===== config.mk =====
export PLATFORM = sky130hd
export DESIGN_NAME = fir_fifo_scheduler
export DESIGN_NICKNAME = d
export VERILOG_FILES = /design/src/rtl/fir_fifo_scheduler.sv
export SDC_FILE = /design/constraint.sdc
export NUM_CORES = 1
export LEC_CHECK = 0
export ABC_AREA = 1
export BUFFER_PORTS_ARGS = -buffer_cell sky130_fd_sc_hd__buf_4
export CORE_MARGIN = 5
export CORE_UTILIZATION = 30
export DETAILED_ROUTE_END_ITERATION = 7
export PLACE_DENSITY_LB_ADDON = 0.3
export SLEW_MARGIN = 20
export SYNTH_ARGS = -nofsm -noshare
export SYNTH_HDL_FRONTEND = slang
export SYNTH_SLANG_ARGS = --single-unit

===== constraint.sdc =====
create_clock -name clk -period 4.2 [get_ports clk]
set_input_delay 1.26 -clock clk [delete_from_list [all_inputs] [get_ports clk]]
set_output_delay 1.26 -clock clk [all_outputs]
set_load 0.05 [all_outputs]

===== src/rtl/fir_fifo_scheduler.sv =====
// Round-robin scheduler sharing one FIR MAC engine between NUM_CH show-ahead sample FIFOs.
// One grant = pop one sample, hand it to the MAC over valid/ready, then wait for mac_done.
module fir_fifo_scheduler #(
  parameter int unsigned NUM_CH       = 4,
  parameter int unsigned DATA_W       = 16,
  parameter int unsigned DONE_TIMEOUT = 255
) (
  input  logic                      clk,
  input  logic                      rst,
  input  logic [NUM_CH-1:0]         ch_enable,
  input  logic [NUM_CH-1:0]         fifo_empty,
  input  logic [NUM_CH*DATA_W-1:0]  fifo_rd_data,
  output logic [NUM_CH-1:0]         fifo_rd_en,
  output logic                      mac_start,
  input  logic                      mac_ready,
  output logic [$clog2(NUM_CH)-1:0] mac_ch,
  output logic [DATA_W-1:0]         mac_sample,
  input  logic                      mac_done,
  output logic                      busy,
  output logic                      timeout_err
);

  localparam int unsigned CH_W  = $clog2(NUM_CH);
  localparam int unsigned CNT_W = $clog2(DONE_TIMEOUT + 1);

  typedef enum logic [1:0] {StIdle, StPop, StIssue, StWait} state_e;

  state_e              state_q, state_d;
  logic [CH_W-1:0]     grant_q, grant_d;
  logic [CH_W-1:0]     last_q, last_d;
  logic [CH_W-1:0]     mac_ch_q, mac_ch_d;
  logic [DATA_W-1:0]   sample_q, sample_d;
  logic [CNT_W-1:0]    cnt_q, cnt_d, cnt_inc;
  logic                terr_q, terr_d;
  logic [NUM_CH-1:0]   elig;
  logic                found;
  logic [CH_W-1:0]     next_ch;

  assign elig = ch_enable & ~fifo_empty;

  // First eligible channel searching from last_q+1 with wrap.
  always_comb begin
    int unsigned     idx;
    logic [CH_W-1:0] idx_c;
    found   = 1'b0;
    next_ch = '0;
    idx     = 0;
    idx_c   = '0;
    for (int unsigned k = 1; k <= NUM_CH; k++) begin
      idx   = (32'(last_q) + k) % NUM_CH;
      idx_c = CH_W'(idx);
      if (!found && elig[idx_c]) begin
        found   = 1'b1;
        next_ch = idx_c;
      end
    end
  end

  // Saturating wait counter increment.
  assign cnt_inc = (cnt_q == CNT_W'(DONE_TIMEOUT)) ? cnt_q : cnt_q + 1'b1;

  always_comb begin
    state_d    = state_q;
    grant_d    = grant_q;
    last_d     = last_q;
    mac_ch_d   = mac_ch_q;
    sample_d   = sample_q;
    cnt_d      = cnt_q;
    terr_d     = terr_q;
    fifo_rd_en = '0;
    case (state_q)
      StIdle: begin
        if (found) begin
          grant_d = next_ch;
          state_d = StPop;
        end
      end
      StPop: begin
        for (int i = 0; i < int'(NUM_CH); i++) begin
          if (grant_q == CH_W'(i)) begin
            fifo_rd_en[i] = 1'b1;
            sample_d      = fifo_rd_data[i*DATA_W +: DATA_W];
          end
        end
        mac_ch_d = grant_q;
        state_d  = StIssue;
      end
      StIssue: begin
        if (mac_ready) begin
          cnt_d   = '0;
          state_d = StWait;
        end
      end
      StWait: begin
        cnt_d = cnt_inc;
        if (mac_done) begin
          last_d  = grant_q;
          state_d = StIdle;
        end else if (cnt_inc == CNT_W'(DONE_TIMEOUT)) begin
          terr_d  = 1'b1;
          last_d  = grant_q;
          state_d = StIdle;
        end
      end
      default: state_d = StIdle;
    endcase
  end

  always_ff @(posedge clk or negedge rst) begin
    if (!rst) begin
      state_q  <= StIdle;
      grant_q  <= '0;
      last_q   <= CH_W'(NUM_CH - 1);
      mac_ch_q <= '0;
      sample_q <= '0;
      cnt_q    <= '0;
      terr_q   <= 1'b0;
    end else begin
      state_q  <= state_d;
      grant_q  <= grant_d;
      last_q   <= last_d;
      mac_ch_q <= mac_ch_d;
      sample_q <= sample_d;
      cnt_q    <= cnt_d;
      terr_q   <= terr_d;
    end
  end

  assign mac_start   = (state_q == StIssue);
  assign busy        = (state_q != StIdle);
  assign mac_ch      = mac_ch_q;
  assign mac_sample  = sample_q;
  assign timeout_err = terr_q;

endmodule


==> results of run 1 <==
==> cell usage after synthesis, drive strengths merged <==
cell type  count  area (um2)
a21oi          1        5.00
ha             6        75.1
buf            7        43.8
a31oi         16         100
dfrtp         31         776
a31o           1        8.76
nor2          30         128
xor2           2        17.5
clkinv         1        5.00
o211ai        16         120
nand4          4        25.0
or2            2        12.5
clkbuf        12        45.0
nor3           2        10.0
nand2         96         388
nand3         69         350
o21ai         13        68.8
dfstp          2        52.6
inv           28         105
==> stage by stage <==
| step | setup slack, ps | hold slack [ps] | instances | util [%] |
|---|---|---|---|---|
| final | 906 | 489 | 532 | 42.9 |
| after global placement | 1190 | 465 | 524 | 41.1 |
| after global routing | 744 | 508 | 532 | 42.9 |
| after floorplan | 949 | 470 | 339 | - |
| after detailed placement | 1180 | 473 | 524 | 41.1 |
| after CTS | 856 | 490 | 532 | 42.8 |
==> sequential cells by signal, indices dropped and copies added, names as in the netlist <==
signal	cells
cnt_q	8
grant_q	2
last_q	2
mac_ch	2
mac_sample	16
state_q	2
timeout_err	1
==> power by group through the flow <==
stage               logic (mW)  clock network [mW]  registers (mW)
floorplan                0.821                   0           0.808
global placement          1.46                   0           0.560
detailed placement        1.47                   0           0.565
CTS                       1.47               0.363           0.563
global route              1.62               0.378           0.583
finish                    1.46               0.355           0.562
==> layer usage <==
layer,up-vias,GRT usage (%)
met5,-,0
li1,1319,-
met1,1126,19.5
met2,75,23.5
met4,0,3.26
met3,4,5.07
==> layout make-up <==
cell class                 count  area share, %
clock buffer                   5           2.10
clock inverter                 3           1.98
inverter                      29           3.36
multi-input combinational    258           40.0
sequential                    33           25.3
tap                          102           3.89
timing repair buffer         102           23.4
==> worst paths after layout <==
kind	slack [ps]	endpoint
worst max-delay path	910	fifo_rd_en[0]
worst min-delay path	490	timeout_err
worst max register to register	2010	mac_sample[1]
worst min register to register	490	timeout_err
max in group asynchronous	2940	last_q[0]
min in group asynchronous	900	cnt_q[4]
==> cell usage in the layout (no fill, tap or decap) <==
master	Yosys	final
nand2_4	1	1
clkinv_2	1	2
nor2_4	1	1
nor2_1	26	26
or2_2	1	1
o21ai_1	3	3
a21oi_2	0	1
o21ai_2	1	1
a31o_2	1	1
bufinv_16	0	2
nand3_1	68	68
nor3_1	2	2
inv_1	26	26
clkbuf_8	0	5
dfrtp_1	31	31
buf_4	1	102
nand2_1	87	87
xor2_1	2	2
ha_1	6	6
dfstp_2	2	2
o211ai_1	16	16
nor2_2	3	3
nand2_2	8	8
or2_1	1	1
nand3_2	1	1
a31oi_1	16	16
o21ai_0	9	9
inv_2	2	2
nand4_1	4	4
==> kinds of logic (layout without fill, tap and decap cells) <==
| logic type | count (synthesis) | count (layout) | synth area share, % |
|---|---|---|---|
| AND/OR/NAND/NOR | 203 | 203 | 39.1 |
| buffers and inverters | 48 | 139 | 8.52 |
| AO/OA/AOI/OAI | 47 | 47 | 13.0 |
| flip-flops | 33 | 33 | 35.5 |
| adder cells (fa/ha/maj) | 6 | 6 | 3.21 |
| XOR/XNOR | 2 | 2 | 0.750 |
==> results_dict.tcl, run 1 <==
set metrics [dict create \
    worstSetupEndpointType "primary output" \
    syn-cell-area_um2 2340 \
    multi_input_area_um2 1310 \
    cts.sinks 33 \
    period_needed_ps 3290 \
    r2r-start "grant_q[1]" \
    cts_buffer_depth 2 \
    routabilityCongestion 0.833 \
    nFillCells 802 \
    post_cts_buffers 0 \
    dpl.hpwl_um 5380 \
    antenna_left 0 \
    leakage_nw 1.64 \
    cts_root_buffer "clkbuf_8" \
    power.total_mw 2.37 \
    drv_cap 0 \
    overflow 0 \
    core_area_um2 7650 \
    clkLatencyLatePin_ps 280 \
    wl_met2_um 3270 \
    pwr-share-clk_pct 14.9 \
    comb_power_share_pct 61.4 \
    crit_buf_inv 3 \
    maxSlewHeadroom_pct 33.1 \
    initial_core_util_pct 30.5 \
    holdPathStages 1 \
    drc 0 \
    io_buffer_count 100 \
    detail_route.wl_per_cell_um 13.2 \
    vias 2524 \
    area_delta_synth_final_pct 40.3 \
    cts_resized 0 \
    ys_seq_area_share_pct 35.5 \
    die-area_um2 9650 \
    ys_ff_latch 33 \
    startpoint "state_q[1]" \
    min_period_over_period_pct 78.4 \
    synth.avg_cell_area_um2 6.89 \
    viasPerCell 4.74 \
    grt_first_pass_wirelength_um 11700 \
    cpMaxStageDelayCell "ha_1" \
    syn_inst 339 \
    final_area_um2 3280 \
    ctsHoldBuffers 0 \
    intPower_mw 1.16 \
    regArea_um2 828 \
    skew_ps 5.13 \
    cts_tree "built" \
    synth_cell_types 30 \
    cp_top_family "buffers and inverters" \
    cts_buffers 5 \
    cp.arrival_ps 2030 \
    met3_length_um 493 \
    place_area_um2 3140 \
    worstHoldPathType "flop to flop" \
    die_x_um 98.2 \
    status "completed" \
    h-tree-depth 2 \
    power-per-cell-area_nw_per_um2 724 \
    fmax_mhz 304 \
    r2r_cells 5 \
    ios 101 \
    wl_met1_um 3210 \
    fin_setup_tns_ps 0 \
    antenna_found_initial 0 \
    worst-path-max-fanout 17 \
    irDropWorstVdd_uv 305 \
    wirelength_um 7020 \
    grt_max_degree 34 \
    swShare_pct 51.3 \
    cp_num_cells 5 \
    cp-start-kind "flop" \
    p_seq_share_pct 23.7 \
    power_switching_mw 1.22 \
    rows 32 \
    syn_nets 421 \
    drive_above_1_share_pct 30.9 \
    cp_slowest_stage_delay_ps 540 \
    die_h_um 98.2 \
    path_cells "inv_1 -> ha_1 -> inv_1 -> nor3_1 -> buf_4" \
    setup_viol 0 \
    highest_layer "met4" \
    finalHoldViolations 0 \
    cp_common_cell "inv_1" \
    drv_slew 0 \
    yosysWarnings 0 \
    clk_pin_slew_ps 70 \
    firstDrtPassIters 5 \
    grt.total_usage_pct 14.8 \
    fin_nets 511 \
    first_global_vias 2472 \
    tightest_slew_ps 1000 \
    dr.first_iter.drc_count 95 \
    path_class "flop to primary output" \
    hold_start "timeout_err" \
    n_antenna_cell 0 \
    required_ps 2940 \
    rsz0062_at_grt "false" \
]
Power figures use the tool's default switching activity.
==> inputs of run 2 (changes only) <==
Clock period 4.2 ns to 2.95 ns, I/O delays scaled along.
==> results_dict.tcl, run 2 (synthesis gave the netlist of run 1 again) <==
set metrics [dict create \
    worst-path-max-fanout 15 \
    startpoint "state_q[1]" \
    irDropWorstVdd_uv 460 \
    core_area_um2 7650 \
    worstHoldPathType "flop to flop" \
    holdPathStages 1 \
    clk_pin_slew_ps 70 \
    maxSlewHeadroom_pct 36.8 \
    status "completed" \
    rsz0062_at_grt "false" \
    layoutNonFillerInstCount 534 \
    die_h_um 98.2 \
    wirelength_um 7180 \
    finalHoldViolations 0 \
    area_delta_synth_final_pct 39.4 \
    largest_reg_flops 16 \
    dr.first_iter.drc_count 145 \
    required_ps 2070 \
    grt_first_pass_wirelength_um 12100 \
    drive_above_1_share_pct 31.0 \
    r2r_setup_slack_ps 800 \
    min_period_over_period_pct 86.8 \
    power.total_mw 3.29 \
    met3_length_um 602 \
    r2r-start "grant_q[1]" \
    post_cts_buffers 0 \
    fin_hold_ws_ps 476 \
    tightest_slew_ps 948 \
    leakage_nw 1.64 \
    dp_cells 526 \
    cts_buffer_depth 2 \
    layout_commonest_cell "buf_4" \
    drv_slew 0 \
    endpoint "fifo_rd_en[2]" \
    worstSetupEndpointType "primary output" \
    firstDrtPassIters 4 \
    h-tree-depth 2 \
    wl_met2_um 3310 \
    dpl.hpwl_um 5450 \
    cts_tree "built" \
    routabilityCongestion 0.818 \
    period_needed_ps 2560 \
    fin_nets 513 \
    cp.arrival_ps 1680 \
    overflow 0 \
    highest_layer "met4" \
    cts_resized 0 \
    clkLatencyLatePin_ps 280 \
    antenna_left 0 \
    die_x_um 98.2 \
    first_global_vias 2600 \
    ctsHoldBuffers 0 \
    hold_start "timeout_err" \
    antenna_found_initial 0 \
    grt.total_usage_pct 15.1 \
    power-per-cell-area_nw_per_um2 1010 \
    drv_cap 0 \
    cp-start-kind "flop" \
    final_core_util_pct 42.6 \
    detail_route.wl_per_cell_um 13.4 \
    wl_met1_um 3170 \
    drc 0 \
    fmax_mhz 390 \
    io_buffer_count 100 \
    viasPerCell 4.87 \
    fin_setup_tns_ps 0 \
    vias 2598 \
    path_class "flop to primary output" \
    grt_max_degree 34 \
    n_antenna_cell 0 \
    cts_root_buffer "clkbuf_8" \
    r2r_end "mac_sample[6]" \
    ios 101 \
    rows 32 \
    initial_core_util_pct 30.5 \
    skew_ps 8.09 \
    cts_buffers 5 \
    die-area_um2 9650 \
    cts.sinks 33 \
    setup_viol 0 \
    layout_common_cells "104 x buf_4, 87 x nand2_1, 68 x nand3_1" \
    r2r_cells 5 \
    nFillCells 788 \
]
## run 2: metrics by stage
stage,area [um2],setup WS [ps]
global placement,3160,714
floorplan,2340,73.7
global route,3260,237
CTS,3260,372
detailed placement,3160,698
finish,3260,388
## run 2: cell type report
cell class	count	area [um2]	share of cell area (%)
Clock buffer	7	96.3	2.96
Tap cell	102	128	3.92
Multi-Input combinational cell	258	1310	40.2
Inverter	29	110	3.38
Clock inverter	1	5.00	0.154
Timing Repair Buffer	104	781	24.0
Sequential cell	33	828	25.4
## run 2: report_power, final
part           internal [mW]  leakage (nW)  switching, mW
combinational          0.687          1.19           1.43
clock                  0.211        0.0542          0.164
sequential             0.639         0.396          0.154
## run 2: how the worst min path moves through the flow
stage                  end  slack [ps]
3_5_place_dp   timeout_err         470
4_1_cts        timeout_err         480
6_report       timeout_err         480
5_1_grt        timeout_err         500
3_3_place_gp   timeout_err         460
2_1_floorplan    last_q[1]         470
## run 2: layer usage
metal	up-vias	track usage, %
li1	1320	-
met1	1156	20.4
met2	110	23.2
met3	12	5.29
met4	0	3.47
met5	-	0
## run 2: worst max-delay path, cell delays in order (launching register included)
cell and delay (ps):
dfrtp_1 420, inv_1 110, ha_1 200, buf_4 210
nand2_1 90, nor2_1 140, buf_4 220
